$ cat src/rtl/instr_fetch_ctrl.sv
// Fetch sequencer for a 16-word synchronous-read instruction memory: owns the PC,
// hides the one-cycle read latency, and arbitrates program download against fetch.
module instr_fetch_ctrl #(
  parameter int ADDR_W      = 4,
  parameter int DATA_W      = 16,
  parameter bit HALT_ON_NOP = 1'b1
) (
  input  logic              clk_i,
  input  logic              rst_i,
  input  logic              run_i,
  input  logic              ld_req_i,
  input  logic [ADDR_W-1:0] ld_addr_i,
  input  logic [DATA_W-1:0] ld_data_i,
  output logic              ld_ack_o,
  input  logic              br_valid_i,
  input  logic [ADDR_W-1:0] br_target_i,
  output logic              ir_valid_o,
  input  logic              ir_ready_i,
  output logic [DATA_W-1:0] ir_o,
  output logic [ADDR_W-1:0] ir_pc_o,
  output logic              halted_o,
  output logic              mem_wren_o,
  output logic [ADDR_W-1:0] mem_address_o,
  output logic [DATA_W-1:0] mem_din_o,
  input  logic [DATA_W-1:0] mem_q_i
);

  typedef enum logic [2:0] {
    S_IDLE,
    S_ISSUE,
    S_WAIT,
    S_HOLD,
    S_HALT,
    S_LOAD
  } state_e;

  state_e              state_q, state_d;
  state_e              ret_q, ret_d;
  logic [ADDR_W-1:0]   pc_q, pc_d;
  logic [DATA_W-1:0]   ir_q, ir_d;
  logic [ADDR_W-1:0]   ir_pc_q, ir_pc_d;
  logic                ir_valid_q, ir_valid_d;
  logic                halted_q, halted_d;

  always_ff @(posedge clk_i or posedge rst_i) begin
    if (rst_i) begin
      state_q    <= S_IDLE;
      ret_q      <= S_IDLE;
      pc_q       <= '0;
      ir_q       <= '0;
      ir_pc_q    <= '0;
      ir_valid_q <= 1'b0;
      halted_q   <= 1'b0;
    end else begin
      state_q    <= state_d;
      ret_q      <= ret_d;
      pc_q       <= pc_d;
      ir_q       <= ir_d;
      ir_pc_q    <= ir_pc_d;
      ir_valid_q <= ir_valid_d;
      halted_q   <= halted_d;
    end
  end

  always_comb begin
    state_d    = state_q;
    ret_d      = ret_q;
    pc_d       = pc_q;
    ir_d       = ir_q;
    ir_pc_d    = ir_pc_q;
    ir_valid_d = ir_valid_q;
    halted_d   = halted_q;

    unique case (state_q)
      S_IDLE: begin
        if (ld_req_i) begin
          state_d = S_LOAD;
          ret_d   = S_IDLE;
        end else if (br_valid_i) begin
          pc_d = br_target_i;
        end else if (run_i) begin
          state_d = S_ISSUE;
        end
      end

      S_ISSUE, S_WAIT, S_HOLD: begin
        // A redirect or a stop discards whatever is in flight; the PC alone
        // records where fetch resumes.
        if (br_valid_i) begin
          pc_d       = br_target_i;
          ir_valid_d = 1'b0;
          state_d    = S_ISSUE;
        end else if (!run_i) begin
          ir_valid_d = 1'b0;
          state_d    = S_IDLE;
        end else if (state_q == S_ISSUE) begin
          state_d = S_WAIT;
        end else if (state_q == S_WAIT) begin
          if (HALT_ON_NOP && (mem_q_i == '0)) begin
            halted_d = 1'b1;
            state_d  = S_HALT;
          end else begin
            ir_d       = mem_q_i;
            ir_pc_d    = pc_q;
            ir_valid_d = 1'b1;
            state_d    = S_HOLD;
          end
        end else if (ir_ready_i) begin
          ir_valid_d = 1'b0;
          pc_d       = pc_q + ADDR_W'(1);
          state_d    = S_ISSUE;
        end
      end

      S_HALT: begin
        // Redirect beats a pending load; the loader keeps its request up and is served later.
        if (br_valid_i) begin
          pc_d     = br_target_i;
          halted_d = 1'b0;
          state_d  = S_ISSUE;
        end else if (ld_req_i) begin
          state_d = S_LOAD;
          ret_d   = S_HALT;
        end else if (!run_i) begin
          halted_d = 1'b0;
          state_d  = S_IDLE;
        end
      end

      S_LOAD: begin
        state_d = ret_q;
      end

      default: begin
        state_d = S_IDLE;
      end
    endcase
  end

  assign mem_wren_o    = (state_q == S_LOAD);
  assign ld_ack_o      = (state_q == S_LOAD);
  assign mem_address_o = (state_q == S_LOAD) ? ld_addr_i : pc_q;
  assign mem_din_o     = ld_data_i;
  assign ir_valid_o    = ir_valid_q;
  assign ir_o          = ir_q;
  assign ir_pc_o       = ir_pc_q;
  assign halted_o      = halted_q;

endmodule

$ cat config.mk
export PLATFORM = sky130hd
export DESIGN_NAME = instr_fetch_ctrl
export DESIGN_NICKNAME = d
export VERILOG_FILES = /design/src/rtl/instr_fetch_ctrl.sv
export SDC_FILE = /design/constraint.sdc
export NUM_CORES = 1
export LEC_CHECK = 0
export CORE_MARGIN = 1.5
export CORE_UTILIZATION = 35
export DETAILED_ROUTE_END_ITERATION = 8
export PLACE_DENSITY = 0.77
export SYNTH_ARGS = -nofsm -noshare
export SYNTH_HDL_FRONTEND = slang
export SYNTH_SLANG_ARGS = --single-unit
export TNS_END_PERCENT = 50
$ cat constraint.sdc
create_clock -name clk_i -period 1.92 [get_ports clk_i]
set_clock_uncertainty 0.15 [all_clocks]
set_input_delay 0.576 -clock clk_i [delete_from_list [all_inputs] [get_ports clk_i]]
set_output_delay 0.576 -clock clk_i [all_outputs]
set_load 0.005 [all_outputs]
==> Word-level counts from Yosys, hierarchy flattened <==
Cells that the tools add are included.
{ "totals": {"output_inout_bits": 44, "elab_cells": 91, "regBits": 32, "in_bits": 46} }
{ "classes": {"reduce_logical": 12, "n_eq_ne": 27, "n_addsub": 1, "muxes": 41, "bitwise_logic": 3} }
{ "op_table": {"columns": ["operator", "count"], "rows": [
  ["$mux 3", 15],
  ["$mux 4", 8],
  ["$ne 3x3->1 const B", 9],
  ["$ne 2x2->1 const B", 9],
  ["$logic_not 16->1", 1],
  ["$mux 1", 14],
  ["$pmux 3 s4", 1],
  ["$pmux 4 s3", 1],
  ["$reduce_and 4->1", 3],
  ["$reduce_and 6->1", 2],
  ["$ne 4x4->1 const B", 2],
  ["$reduce_and 8->1", 1],
  ["$eq 3x2->1 const B", 2],
  ["$eq 3x3->1 const B", 2],
  ["$ne 6x6->1 const B", 1],
  ["$pmux 3 s2", 1],
  ["$add 4x1->4 const B", 1],
  ["$ne 4x1->1 const B", 1],
  ["$reduce_bool 2->1", 2],
  ["$eq 3x1->1 const B", 1],
  ["$logic_not 3->1", 1],
  ["$not 1->1", 3],
  ["$reduce_bool 3->1", 1],
  ["$reduce_or 3->1", 1],
  ["$pmux 1 s2", 1]
]} }

==> Depth between registers and ports, before layout <==
{ "logic_depth": {"word_depth": 7, "depth_mapped": 6, "mapped_depth_nobuf": 4} }

==> Worst setup path after synthesis <==
Ideal clock, no wire load.
{ "synth_timing": {"path_kind": "input to register", "start": "in mem_q_i[7]", "end": "reg ir_q[10], in the netlist ir_o[10]", "path_slack_ns": 0.011, "path_stages": 5, "t_arrival_ns": 1.634, "n_path_buf": 1, "t_required_ns": 1.645, "setup_ns": 0.125, "path_cell_list": "nor4_1 -> nand4_1 -> nand3_1 -> buf_4 -> mux2_2"} }
{ "synth_between": {"elab_chain_len": 3} }
{ "synth_lines": {"columns": ["item", "line", "rtl"], "rows": [
  ["start: declaration", "25", "input logic [DATA_W-1:0] mem_q_i"],
  ["$logic_not 16->1", "99", "if (HALT_ON_NOP && (mem_q_i == '0)) begin"],
  ["$not 1->1 (no source line)", null, null],
  ["$reduce_and 6->1 (no source line)", null, null],
  ["end signal: assignment", "58", "ir_q <= ir_d;"],
  ["end: declaration", "40", "logic [DATA_W-1:0] ir_q, ir_d;"]
]} }
No other way between the ends.
A chain may end at the register's enable or synchronous reset.

==> Worst setup path in the final report <==
{ "layout_timing": {"start": "reg state_q[1]", "end": "out mem_address_o[2]"} }
{ "layout_between": {"elab_chain_len": 2} }
{ "layout_lines": {"columns": ["item", "line", "rtl"], "rows": [
  ["start: declaration", "37", "state_e state_q, state_d;"],
  ["start signal: assignment", "55", "state_q <= state_d;"],
  ["$eq 3x3->1", "142", "assign mem_address_o = (state_q == S_LOAD) ? ld_addr_i : pc_q;"],
  ["$mux 4", "142", null],
  ["end: declaration", "23", "output logic [ADDR_W-1:0] mem_address_o,"]
]} }
No other way between the ends.

==> summary.txt <==
Critical path
  – RR Startpoint: state_q[0]
  – CP cell instances: nand3b_1 > buf_6 > buf_6 > mux2_4 > buf_6
  – CP dominant cell by count: buf_6
  – Setup CP Type: reg -> out
  – R2r worst-path depth: 5
  – Crit path DAT: 1.50 ns
  – CP top delay family: flip-flops
  – Worst endpoint required time: 1.19 ns
  – Worst-path maximum fanout: 5
  – Total buffers and inverters traversed by the critical path: 3
  – CP max stage delay: 0.37 ns
  – CP Depth: 5
  – CP endpoint: mem_address_o[2]
  – Slowest CP cell: dfrtp_1
  – Crit. End Element: output port
  – Crit path launch type: flip-flop
  – FF-to-FF End: pc_q[2]
  – Worst Setup SP: state_q[1]
  – Worst R2R Setup Slack: 0.05 ns

Global routing
  – Tot GR Track Use: 18.1%
  – Initial antenna violation count: 0
  – Vias in the first global route: 1446
  – First-pass GRT wire length: 6980 um
  – GRT overflow: 0
  – Largest net degree at the start of global routing: 31

Power
  – Design Power: 3.26 mW
  – Comb power frac: 52.3%
  – Pint: 2.21 mW
  – LEAKAGE: 1.29 nW
  – Net switching power: 1.05 mW
  – Flop pwr share: 31.2%
  – PD cells: 1250 mW/mm^2
  – Clock power share: 16.5%
  – Switch share: 32.1%
  – Peak supply drop: 0.675 mV

Yosys
  – Netlist Area Pre-Place: 0.00161 sq mm
  – Unique cell type count in the Yosys netlist: 32
  – Synth warnings: 0
  – Net Count, Synth: 192
  – Post-synthesis register bit count: 30
  – Sequential share of the synthesized area: 46.6%
  – Avg Inst Size Synth: 11.1 sq um
  – Syn Inst Count: 145

Detailed routing
  – Drt first pass iters: 4
  – Detailed Route Iter0 Violations: 101
  – Drt drc: 0
  – Wire per inst: 16.3 um
  – Final wirelength: 4360 um
  – Via density: 5.20
  – Post-DRT Antenna Nets: 0
  – DR vias: 1393

STA
  – Max Fclk: 448 MHz
  – Final TNS setup: -1.31 ns
  – Final Max Slew Viols: 0
  – Relative slew slack: 67.3%
  – Setup slack after layout: -0.311 ns
  – Period utilization: 116%
  – Transition time at the pin with the least slew margin: 0.486 ns
  – Final setup vio count: 6
  – RSZ-0062 raised after global routing: true
  – Final Hold Vio Count: 0
  – Post-layout min period: 2.23 ns

Placed design
  – Cell count after placement: 254
  – I/O Buffers: 57
  – Global placement routability congestion: 0.823
  – DP Wirelength: 2750 um

Clocking
  – Max clock buf depth: 2
  – CTS Sinks: 30
  – Reg clk slew, reported paths: 0.07 ns
  – CTS Hold Bufs: 0
  – Worst-skew pair later-pin latency: 0.28 ns
  – Root Buffer: clkbuf_8
  – Cts bufs inserted: 5
  – H-tree Lvls: 2
  – CTS tree: yes

Run
  – Max Cap Viol: 0

Die
  – Die Width: 70.8 um
  – Initial Util: 36.7%
  – Die area: 0.00502 sq mm
  – IO Count: 90
  – Core area: 0.00438 sq mm
  – Row count: 24
  – Die height: 70.8 um

Layout
  – # fillers: 353
  – Layout area overhead: 61.5%
  – Final layout net count: 262
  – Layout Cells excl Fill: 268
  – Ant diodes: 0
  – Layout cell share with drive strength beyond 1: 45.4%

Min path
  – Worst min path class: reg -> reg
  – Hold path start: halted_o

Outcome
  – Status: finished with violations
  – Failing checks: negative setup slack
[logic make-up after synthesis]
logic type | synth area share [%]
buf+inv | 11.5
compound gates | 8.86
simple gates | 12.9
mux | 19.3
flops | 46.6
fa+ha+maj | 0.777
[layout make-up]
class | instances | area (sq um) | share of cell area, %
Clock buffer | 6 | 82.6 | 3.18
Clock inverter | 2 | 12.5 | 0.481
Inverter | 6 | 25.0 | 0.962
Multi-Input combinational cell | 86 | 840 | 32.3
Sequential cell | 30 | 751 | 28.9
Tap cell | 52 | 65.1 | 2.50
Timing Repair Buffer | 86 | 825 | 31.7
[per-stage QoR]
| step | area, sq um | util, % | hold slack (ns) | worst slack [ns] |
|---|---|---|---|---|
| after floorplan | 1610 | - | 0.313 | 0.0114 |
| after global placement | 2280 | 52.0 | 0.315 | -0.647 |
| after detailed placement | 2280 | 52.0 | 0.318 | -0.719 |
| after CTS | 2540 | 57.9 | 0.334 | -0.297 |
| after global routing | 2600 | 59.3 | 0.362 | -0.350 |
| final | 2600 | 59.3 | 0.338 | -0.311 |
[power by group through the flow]
stage	Sequential [mW]	Clock (mW)	Combinational [mW]
after global placement	1.01	0	1.40
after floorplan	1.05	0	0.633
final	1.02	0.537	1.70
after global routing	1.04	0.588	1.83
after CTS	1.01	0.554	1.60
after detailed placement	1.02	0	1.43
[flip-flops by register name, summed over array words and instances, names as in the netlist]
signal,flops
halted_o,1
ir_o,16
ir_pc_o,4
ir_valid_o,1
pc_q,4
ret_q,1
state_q,3
[timing repair]
| action | 4_1_cts | 5_1_grt |
|---|---|---|
| gates resized for setup | 89 | 40 |
| cloned | 1 | 0 |
| pin swaps | 7 | 9 |
| setup endpoints to repair | 34 | 35 |
| buffers inserted | 7 | 2 |
[placed cells by master (no fill, tap or decap), types with 2 or more instances in the layout]
| cell | instances |
|---|---|
| buf_6 | 10 |
| o21ai_0 | 6 |
| buf_4 | 21 |
| clkdlybuf4s50_1 | 26 |
| mux2_2 | 10 |
| mux2_4 | 15 |
| clkbuf_8 | 6 |
| nor2_1 | 3 |
| nand4_1 | 2 |
| nand2_1 | 7 |
| a21oi_1 | 3 |
| dfrtp_1 | 30 |
| nor4_2 | 3 |
| clkbuf_2 | 9 |
| nor4_4 | 2 |
| inv_1 | 5 |
| clkdlybuf4s15_1 | 3 |
| nand3b_1 | 4 |
| dlymetal6s2s_1 | 7 |
| mux2i_1 | 3 |
| nor3_1 | 2 |
| buf_2 | 3 |
| buf_12 | 3 |
| dlygate4sd2_1 | 2 |
| nand3_1 | 3 |
| a31oi_1 | 2 |
[worst min-delay path by stage]
stage / slack [ns] / end / cells past startpoint
2_1_floorplan: 0.31 / ret_q[2] / 2
5_1_grt: 0.36 / halted_o / 2
6_report: 0.34 / halted_o / 2
3_3_place_gp: 0.31 / halted_o / 2
3_5_place_dp: 0.32 / halted_o / 2
4_1_cts: 0.33 / halted_o / 2
[cells in the mapped netlist, drive strengths merged]
cell | number | share of area [%]
a31oi | 2 | 0.78
nor4 | 5 | 1.9
nand2b | 2 | 1.2
mux2i | 3 | 1.9
buf | 21 | 9.6
mux2 | 25 | 17
a32oi | 1 | 0.54
o21ai | 6 | 1.9
dfrtp | 30 | 47
a21oi | 5 | 1.6
a221oi | 1 | 0.54
ha | 1 | 0.78
nor3 | 3 | 1.2
o32a | 1 | 0.62
or4 | 1 | 0.70
inv | 6 | 1.4
nor2 | 4 | 0.93
a2bb2oi | 2 | 1.1
nand3b | 4 | 1.9
nor2b | 2 | 0.78
o21a | 1 | 0.47
nand3 | 4 | 1.2
nand2 | 7 | 1.6
nand4 | 2 | 0.78
nor4b | 1 | 0.54
clkbuf | 2 | 0.47
a22oi | 1 | 0.47
a211oi | 1 | 0.47
o211ai | 1 | 0.47
[routing by layer]
layer,routed length (um),up-vias,global-route usage (%)
met5,0,-,0
met4,68,0,7.55
met3,261,8,5.70
met2,2200,52,29.3
met1,1830,682,22.3
li1,-,651,-
[worst register-to-register path, stage by stage (launching register included)]
cell and delay, ns:
dfrtp_1 0.38, buf_4 0.20, o21a_1 0.21, or4_4 0.58, a21oi_4 0.15, a2bb2oi_2 0.14
(Power assumes the default switching activity.)
